**src/rtl/aurora_pkg.sv**
```systemverilog
// ============================================================================
// Module   : aurora_pkg
// Brief    : Shared Aurora 8B/10B K-character codes and TX symbol FSM states.
// Revision : 1.0
// ============================================================================
`default_nettype none

package aurora_pkg;

    localparam logic [7:0] K28_5 = 8'hBC;
    localparam logic [7:0] K28_3 = 8'h7C;
    localparam logic [7:0] K28_0 = 8'h1C;
    localparam logic [7:0] K28_7 = 8'hFC;

    typedef enum logic [0:0] {
        RUN = 1'b0,
        CC  = 1'b1
    } tx_sym_state_t;

endpackage

`default_nettype wire

```
**src/rtl/cc_scheduler.sv**
```systemverilog
// ============================================================================
// Module   : cc_scheduler
// Brief    : Free-running CC period counter and RUN/CC sequencer for the lane.
// Revision : 1.0
// ============================================================================
`default_nettype none

module cc_scheduler
    import aurora_pkg::*;
#(
    parameter int CC_PERIOD = 5000,
    parameter int CC_LEN    = 6
) (
    input  logic clk,
    input  logic rst_n,
    output logic cc_active,
    output logic next_cc_active
);

    localparam int CNT_W = $clog2(CC_PERIOD);
    localparam int LEN_W = (CC_LEN > 1) ? $clog2(CC_LEN) : 1;
    localparam logic [CNT_W-1:0] c_CNT_MAX = CNT_W'(CC_PERIOD - 1);
    localparam logic [LEN_W-1:0] c_LEN_MAX = LEN_W'(CC_LEN - 1);

    tx_sym_state_t      r_state;
    tx_sym_state_t      w_next_state;
    logic [CNT_W-1:0]   r_cc_cnt;
    logic [LEN_W-1:0]   r_len_cnt;

    always_comb begin
        w_next_state = r_state;
        case (r_state)
            RUN:     if (r_cc_cnt == c_CNT_MAX) w_next_state = CC;
            CC:      if (r_len_cnt == c_LEN_MAX) w_next_state = RUN;
            default: w_next_state = RUN;
        endcase
    end

    // len_cnt is held at zero throughout RUN so every CC entry starts cleanly
    always_ff @(posedge clk or negedge rst_n) begin
        if (!rst_n) begin
            r_state   <= RUN;
            r_cc_cnt  <= '0;
            r_len_cnt <= '0;
        end else begin
            r_state   <= w_next_state;
            r_cc_cnt  <= (r_cc_cnt == c_CNT_MAX) ? '0 : r_cc_cnt + 1'b1;
            r_len_cnt <= (r_state == CC) ? r_len_cnt + 1'b1 : '0;
        end
    end

    assign cc_active      = (r_state == CC);
    assign next_cc_active = (w_next_state == CC);

endmodule

`default_nettype wire

```
**src/rtl/tx_symbol_gen.sv**
```systemverilog
// ============================================================================
// Module   : tx_symbol_gen
// Brief    : Merges user data, idle requests and CC sequences into one
//            registered character per cycle for the 8B/10B encoder.
//            Optional idle-request checker: TX_SYMBOL_GEN_CHECK_EN.
// Revision : 1.0
// ============================================================================
`default_nettype none

module tx_symbol_gen
    import aurora_pkg::*;
#(
    parameter int CC_PERIOD = 5000,
    parameter int CC_LEN    = 6
) (
    input  logic       clk,
    input  logic       rst_n,
    input  logic       send_K,
    input  logic       send_A,
    input  logic       send_R,
    input  logic [7:0] tx_data,
    input  logic       tx_data_valid,
    output logic       tx_data_ready,
    output logic [7:0] tx_char,
    output logic       tx_char_is_k
`ifdef TX_SYMBOL_GEN_CHECK_EN
    ,
    output logic       idle_conflict
`endif
);

    logic       w_cc_active;
    logic       w_next_cc_active;
    logic       w_accept;
    logic [7:0] w_char;
    logic       w_is_k;

    cc_scheduler #(
        .CC_PERIOD (CC_PERIOD),
        .CC_LEN    (CC_LEN)
    ) u_cc_scheduler (
        .clk            (clk),
        .rst_n          (rst_n),
        .cc_active      (w_cc_active),
        .next_cc_active (w_next_cc_active)
    );

    assign w_accept = tx_data_valid & tx_data_ready;

    always_comb begin
        w_char = K28_5;
        w_is_k = 1'b1;
        if (w_cc_active) begin
            w_char = K28_7;
        end else if (w_accept) begin
            w_char = tx_data;
            w_is_k = 1'b0;
        end else if (send_A) begin
            w_char = K28_3;
        end else if (send_K) begin
            w_char = K28_5;
        end else if (send_R) begin
            w_char = K28_0;
        end
    end

    // ready tracks the next state so the source sees the CC gap on time
    always_ff @(posedge clk or negedge rst_n) begin
        if (!rst_n) begin
            tx_char       <= K28_5;
            tx_char_is_k  <= 1'b1;
            tx_data_ready <= 1'b0;
        end else begin
            tx_char       <= w_char;
            tx_char_is_k  <= w_is_k;
            tx_data_ready <= ~w_next_cc_active;
        end
    end

`ifdef TX_SYMBOL_GEN_CHECK_EN
    logic w_multi_req;

    assign w_multi_req = (send_K & send_A) | (send_K & send_R) | (send_A & send_R);

    always_ff @(posedge clk or negedge rst_n) begin
        if (!rst_n) begin
            idle_conflict <= 1'b0;
        end else if (w_multi_req && !w_cc_active) begin
            idle_conflict <= 1'b1;
        end
    end
`endif

endmodule

`default_nettype wire

```
**config.mk**
```make
export PLATFORM = sky130hd
export DESIGN_NAME = tx_symbol_gen
export DESIGN_NICKNAME = d
export VERILOG_FILES = /design/src/rtl/aurora_pkg.sv /design/src/rtl/cc_scheduler.sv /design/src/rtl/tx_symbol_gen.sv
export SDC_FILE = /design/constraint.sdc
export NUM_CORES = 1
export LEC_CHECK = 0
export BUFFER_PORTS_ARGS = -buffer_cell sky130_fd_sc_hd__buf_2
export CORE_ASPECT_RATIO = 1.75
export CORE_UTILIZATION = 45
export DETAILED_ROUTE_END_ITERATION = 16
export PLACE_DENSITY = 0.74
export RECOVER_POWER = 100
export SLEW_MARGIN = 20
export SYNTH_ARGS = -nofsm -noshare
export SYNTH_HDL_FRONTEND = slang
export SYNTH_HIERARCHICAL = 1
export SYNTH_SLANG_ARGS = --single-unit
```
**constraint.sdc**
```tcl
create_clock -name clk -period 1.8 [get_ports clk]
set_clock_uncertainty 0.05 [all_clocks]
set_input_delay 0.27 -clock clk [delete_from_list [all_inputs] [get_ports clk]]
set_output_delay 0.27 -clock clk [all_outputs]
set_load 0.03 [all_outputs]
```
**Yosys cells after proc, flatten, opt, wreduce, memory -nomap -nowiden**

Index checks and enable logic that the tools add are counted.

- Bits in registers: 27
- Bits of input ports: 14
- Logic and storage cells: 25

- Add/sub/neg operators: 2
- Equality and inequality tests: 2
- Multiplexer cells: 12
- Bitwise gates (word level): 3

Operator list:

| cell | count |
|---|---|
| 8-bit two-way mux | 5 |
| 13-bit by 1-bit adder with 13-bit output (second input constant) | 1 |
| 13-bit equality test (second input constant) | 1 |
| 13-bit two-way mux | 1 |
| 1-bit two-way mux | 4 |
| 3-bit by 1-bit adder with 3-bit output (second input constant) | 1 |
| 3-bit equality test (second input constant) | 1 |
| 3-bit two-way mux | 1 |
| 1-bit NOT | 2 |
| 1-bit case mux with 2 select lines | 1 |
| 1-bit bitwise AND | 1 |

**Longest topological paths before layout**

- Depth after elaboration: 5
- Mapped depth: 5
- Gate-level depth less buffers: 5

**Hierarchy**

The synthesis kept the hierarchy.

Modules (own cells, without submodules):

| module | instances | cells an instance | area each (sq um) | seq. area each (sq um) |
|---|---|---|---|---|
| cc_scheduler | 1 | 66 | 765.7 | 425.4 |
| tx_symbol_gen | 1 | 27 | 379.1 | 257.7 |

**Least setup slack after synthesis**

OpenSTA, ideal clock, no wires.

- Path kind: reg2reg
- From: reg u_cc_scheduler.r_cc_cnt[6]
- To: reg tx_data_ready
- Library setup time: 0.115 ns
- Data arrival time: 1.526 ns
- Data required time: 1.635 ns
- Slack: 0.109 ns
- Stages on the path, launching flop included: 5
- Period minus slack after synthesis: 1.691 ns
- Cells stage by stage: dfrtp_1 > or4_4 > nor4_4 > mux2_1 > inv_1

- Word-level cells in the longest chain between the ends: 4

RTL lines:

| what | RTL line | RTL |
|---|---|---|
| start: declaration | cc_scheduler.sv:27 | `logic [CNT_W-1:0] r_cc_cnt;` |
| start signal: assignment | cc_scheduler.sv:47 | `r_cc_cnt <= (r_cc_cnt == c_CNT_MAX) ? '0 : r_cc_cnt + 1'b1;` |
| 13-bit equality test | cc_scheduler.sv:33 | `RUN: if (r_cc_cnt == c_CNT_MAX) w_next_state = CC;` |
| 1-bit two-way mux | cc_scheduler.sv:33 |  |
| 1-bit case mux with 2 select lines | cc_scheduler.sv:32 | `case (r_state)` |
| net w_next_cc_active | tx_symbol_gen.sv:33 | `logic w_next_cc_active;` |
| 1-bit NOT | tx_symbol_gen.sv:76 | `tx_data_ready <= ~w_next_cc_active;` |
| end signal: assignment | tx_symbol_gen.sv:76 |  |
| end: declaration | tx_symbol_gen.sv:23 | `output logic tx_data_ready,` |

The timed path passes the listed nets, and every way through them passes these cells.

**Worst setup path in the final report**

- From: reg u_cc_scheduler.r_cc_cnt[8]
- To: reg tx_data_ready

Same word-level chain as after synthesis.

==> metrics list <==
- Status: finished clean
* Sum of net half-perimeters after detailed placement: 1590 µm
- Distinct cell type count of the synthesized netlist: 28
- Synthesis inferred 27 register bits.
- For the worst setup path, the data arrival time is 1.82 ns.
* Max_slew headroom: 0.572
* Nets: 141
* Warnings from Yosys: 6
* Vias in the first global route: 826
- Final core utilization: 0.569
* Overflow left after global routing: 0
- Area added between synthesis and finish: 17.4%
* Via density: 5.37
- Global-route wire length before repair: 3390 µm
* Netlist area before placement: 1140 µm²
- CTS clk-pin slew, worst paths: 0.08 ns
- Fin. max-slew vios: 0
- Of the total power, registers draw 0.606.
- The filler cells instantiated in the layout total 215.
- The number of antenna diodes in the final layout is 0.
- For the pin with the worst max-slew slack, the measured transition is 0.641 ns.
- For this design the static power due to leakage is 0.000619 µW.
* Setup Total Neg Slack: 0 ns
- Detailed Route Iter0 Violations: 4
- Post-Synthesis Net Count: 110
- Detailed routing inserted a total of 795 vias.
* Per-cell routed wire length: 13.4 µm
* Startpoint kind of the worst setup timing path: flip-flop
- Post-CTS repair changed the size of 0 cells.
* Layout cell share with drive strength beyond 1: 0.228
* Starting Density: 0.485
- Kind of critical path: reg2reg
* Height of the die: 68.7 µm
* Met1 track demand over resource in global routing: 0.194
* Layer with the highest usage after global routing: met2
- Commonest non-fill, non-tap cell in the layout: sky130_fd_sc_hd__dfrtp_1
- Count of buffers from port buffering: 23
- The share of the Yosys chip area taken by registers is 0.597.
- Clock Tree Root: sky130_fd_sc_hd__clkbuf_8
- Entering global routing, the biggest net connects 28 pins.
- Hold buffers post-CTS: 1
- 24 I/O pins were placed.
- Final min period: 1.70 ns
* Total Wirelength: 1980 µm
- Clock Tree Buf Depth: 2
- Standard-cell rows: 23
- The worst hold path belongs to the class in2reg.
* Total of max-cap violations: 0
* # setup viols final: 0
- After routing the design area is 1340 µm².
- The share of total power dissipated in the clock network is 0.318.
- Floorplan Core Area: 2360 µm²
- Measured along the x axis, the die boundary spans 40.1 µm.
- The number of hold violations in the final report was 0.
* Final worst path period share: 0.947
* Internal Power: 804 µW
* Global Route met3 Usage: 0.0321
- Across every metal layer, demand over resource in global routing totals 0.183.
* CP max FO: 5
- Most used cells in the layout excluding fill and tap cells: sky130_fd_sc_hd__dfrtp_1 (21), sky130_fd_sc_hd__buf_2 (12), sky130_fd_sc_hd__clkbuf_1 (10)
- CTS saw 27 sinks.
* Initial DRT Pass Iterations: 4
- Worst voltage drop across the vdd grid: 0.674 mV
* DP Area: 1300 µm²
- Post-CTS timing repair inserted 0 buffers for setup.
- The count of nets left with antenna violations once routing finished came out at 0.
- GPL Wtd Cong: 0.751
* Combinational share of power: 0.076
* Setup repair after global routing missed its margin: no
- For this design the total switching power over the nets is 230 µW.
- In this run, CTS created clock tree buffers numbering 3.
- Synthesis produced 93 cells.
- Number of levels in the clock H-tree: 1
- Of the total power, the share spent switching nets is 0.222.
- STA puts the critical path data required time at 1.92 ns.
- Max frequency: 0.587 GHz
- The average instance in the mapped netlist occupies 12.3 µm².
* Power density normalized to cell area: 770 nW/µm²
- The floorplan step defined a die boundary enclosing 2760 µm².
- The initial antenna violation count came to 0.
- Met2 Use GR: 0.331
- DR DRC count: 0
- STA classifies the critical path endpoint as a flip-flop.
* CTS tree: built
* Clk_lat worst skew: 0.26 ns
## worst max-delay path, stage by stage (launching register included)
cell	delay (ns)
sky130_fd_sc_hd__dfrtp_1	0.42
sky130_fd_sc_hd__nand3_1	0.13
sky130_fd_sc_hd__or4_4	0.44
sky130_fd_sc_hd__nor4_4	0.32
sky130_fd_sc_hd__mux2_1	0.21
sky130_fd_sc_hd__inv_1	0.04
## area by class of cell
cell class / instances / area, µm² / area share
timing repair buffer: 27 / 135 / 0.101
clock inverter: 1 / 5.00 / 0.00372
sequential: 27 / 683 / 0.508
multi-input combinational: 61 / 433 / 0.322
clock buffer: 3 / 41.3 / 0.0307
tap: 25 / 31.3 / 0.0233
inverter: 4 / 15.0 / 0.0112
## synthesized netlist by cell type
library cell	n	area [µm²]
sky130_fd_sc_hd__xor2_1	8	70.1
sky130_fd_sc_hd__buf_6	1	11.3
sky130_fd_sc_hd__nor3b_1	2	15.0
sky130_fd_sc_hd__inv_1	4	15.0
sky130_fd_sc_hd__o32a_1	1	10.0
sky130_fd_sc_hd__dfstp_2	6	158
sky130_fd_sc_hd__ha_1	3	37.5
sky130_fd_sc_hd__xnor2_1	4	35.0
sky130_fd_sc_hd__nor4_1	1	6.26
sky130_fd_sc_hd__a211o_1	2	17.5
sky130_fd_sc_hd__nand4_1	4	25.0
sky130_fd_sc_hd__nor2b_1	3	18.8
sky130_fd_sc_hd__nand2_1	4	15.0
sky130_fd_sc_hd__a311o_1	1	10.0
sky130_fd_sc_hd__dfrtp_1	21	526
sky130_fd_sc_hd__nor2_1	8	30.0
sky130_fd_sc_hd__nor3_1	1	5.00
sky130_fd_sc_hd__nand2b_1	1	6.26
sky130_fd_sc_hd__and3_1	3	18.8
sky130_fd_sc_hd__mux2_1	1	11.3
sky130_fd_sc_hd__nand3_1	5	25.0
sky130_fd_sc_hd__or3_1	3	18.8
sky130_fd_sc_hd__nand2_2	1	6.26
sky130_fd_sc_hd__and4_1	1	8.76
sky130_fd_sc_hd__or2_1	1	6.26
sky130_fd_sc_hd__and2_1	1	6.26
sky130_fd_sc_hd__nor4_4	1	21.3
sky130_fd_sc_hd__or4_4	1	11.3
## final timing paths
check / from / depth (start not counted) / slack (ns) / to
worst max-delay path: u_cc_scheduler/r_cc_cnt[8] / 5 / 0.1 / tx_data_ready
worst min-delay path: tx_data[2] / 2 / 0.15 / tx_char[2]
worst max register to register: u_cc_scheduler/r_cc_cnt[8] / 5 / 0.1 / tx_data_ready
worst min register to register: u_cc_scheduler/r_len_cnt[0] / 1 / 0.42 / u_cc_scheduler/r_len_cnt[0]
max in group asynchronous: rst_n / 2 / 0.79 / u_cc_scheduler/r_cc_cnt[5]
min in group asynchronous: rst_n / 2 / 0.50 / u_cc_scheduler/r_cc_cnt[11]
## metal layers
metal | part of all wire | up-vias
li1 | - | 382
met1 | 0.38 | 385
met2 | 0.57 | 24
met3 | 0.031 | 4
met4 | 0.017 | 0
met5 | 0 | -
## power groups by stage
stage                     registers [µW]  clock network [µW]  logic, µW
final                                627                 329       78.8
after global routing                 628                 367       86.7
after CTS                            627                 344       85.4
after detailed placement             638                   0       83.5
after global placement               638                   0       81.0
after floorplan                      665                   0       15.8
## registers in the layout, summed over array words and instances, names as in the netlist
name	flops
tx_data_ready	1
u_cc_scheduler/r_cc_cnt	13
tx_char_is_k	1
tx_char	8
u_cc_scheduler/r_len_cnt	3
u_cc_scheduler/cc_active	1
## cells by family (layout without fill, tap and decap cells)
| kind of cell | Yosys count | after routing | share of synthesized area |
|---|---|---|---|
| xor gates and xnor gates | 12 | 12 | 0.0918 |
| and+or+nand+nor | 41 | 41 | 0.213 |
| DFF | 27 | 27 | 0.597 |
| muxes | 1 | 1 | 0.00984 |
| AOI/OAI and AO/OA | 4 | 4 | 0.0328 |
| buffers and inverters | 5 | 35 | 0.0229 |
| adders and majority gates | 3 | 3 | 0.0328 |
## per-stage QoR
step,total power (µW),hold slack [ns],instances,setup WS [ns]
4_1_cts,1060,0.141,148,0.0871
3_3_place_gp,719,0.250,143,0.149
3_5_place_dp,722,0.258,143,0.106
6_report,1030,0.146,148,0.0960
5_1_grt,1080,0.152,148,0.0178
2_1_floorplan,681,-0.0756,93,0.109
(Power assumes the default switching activity.)
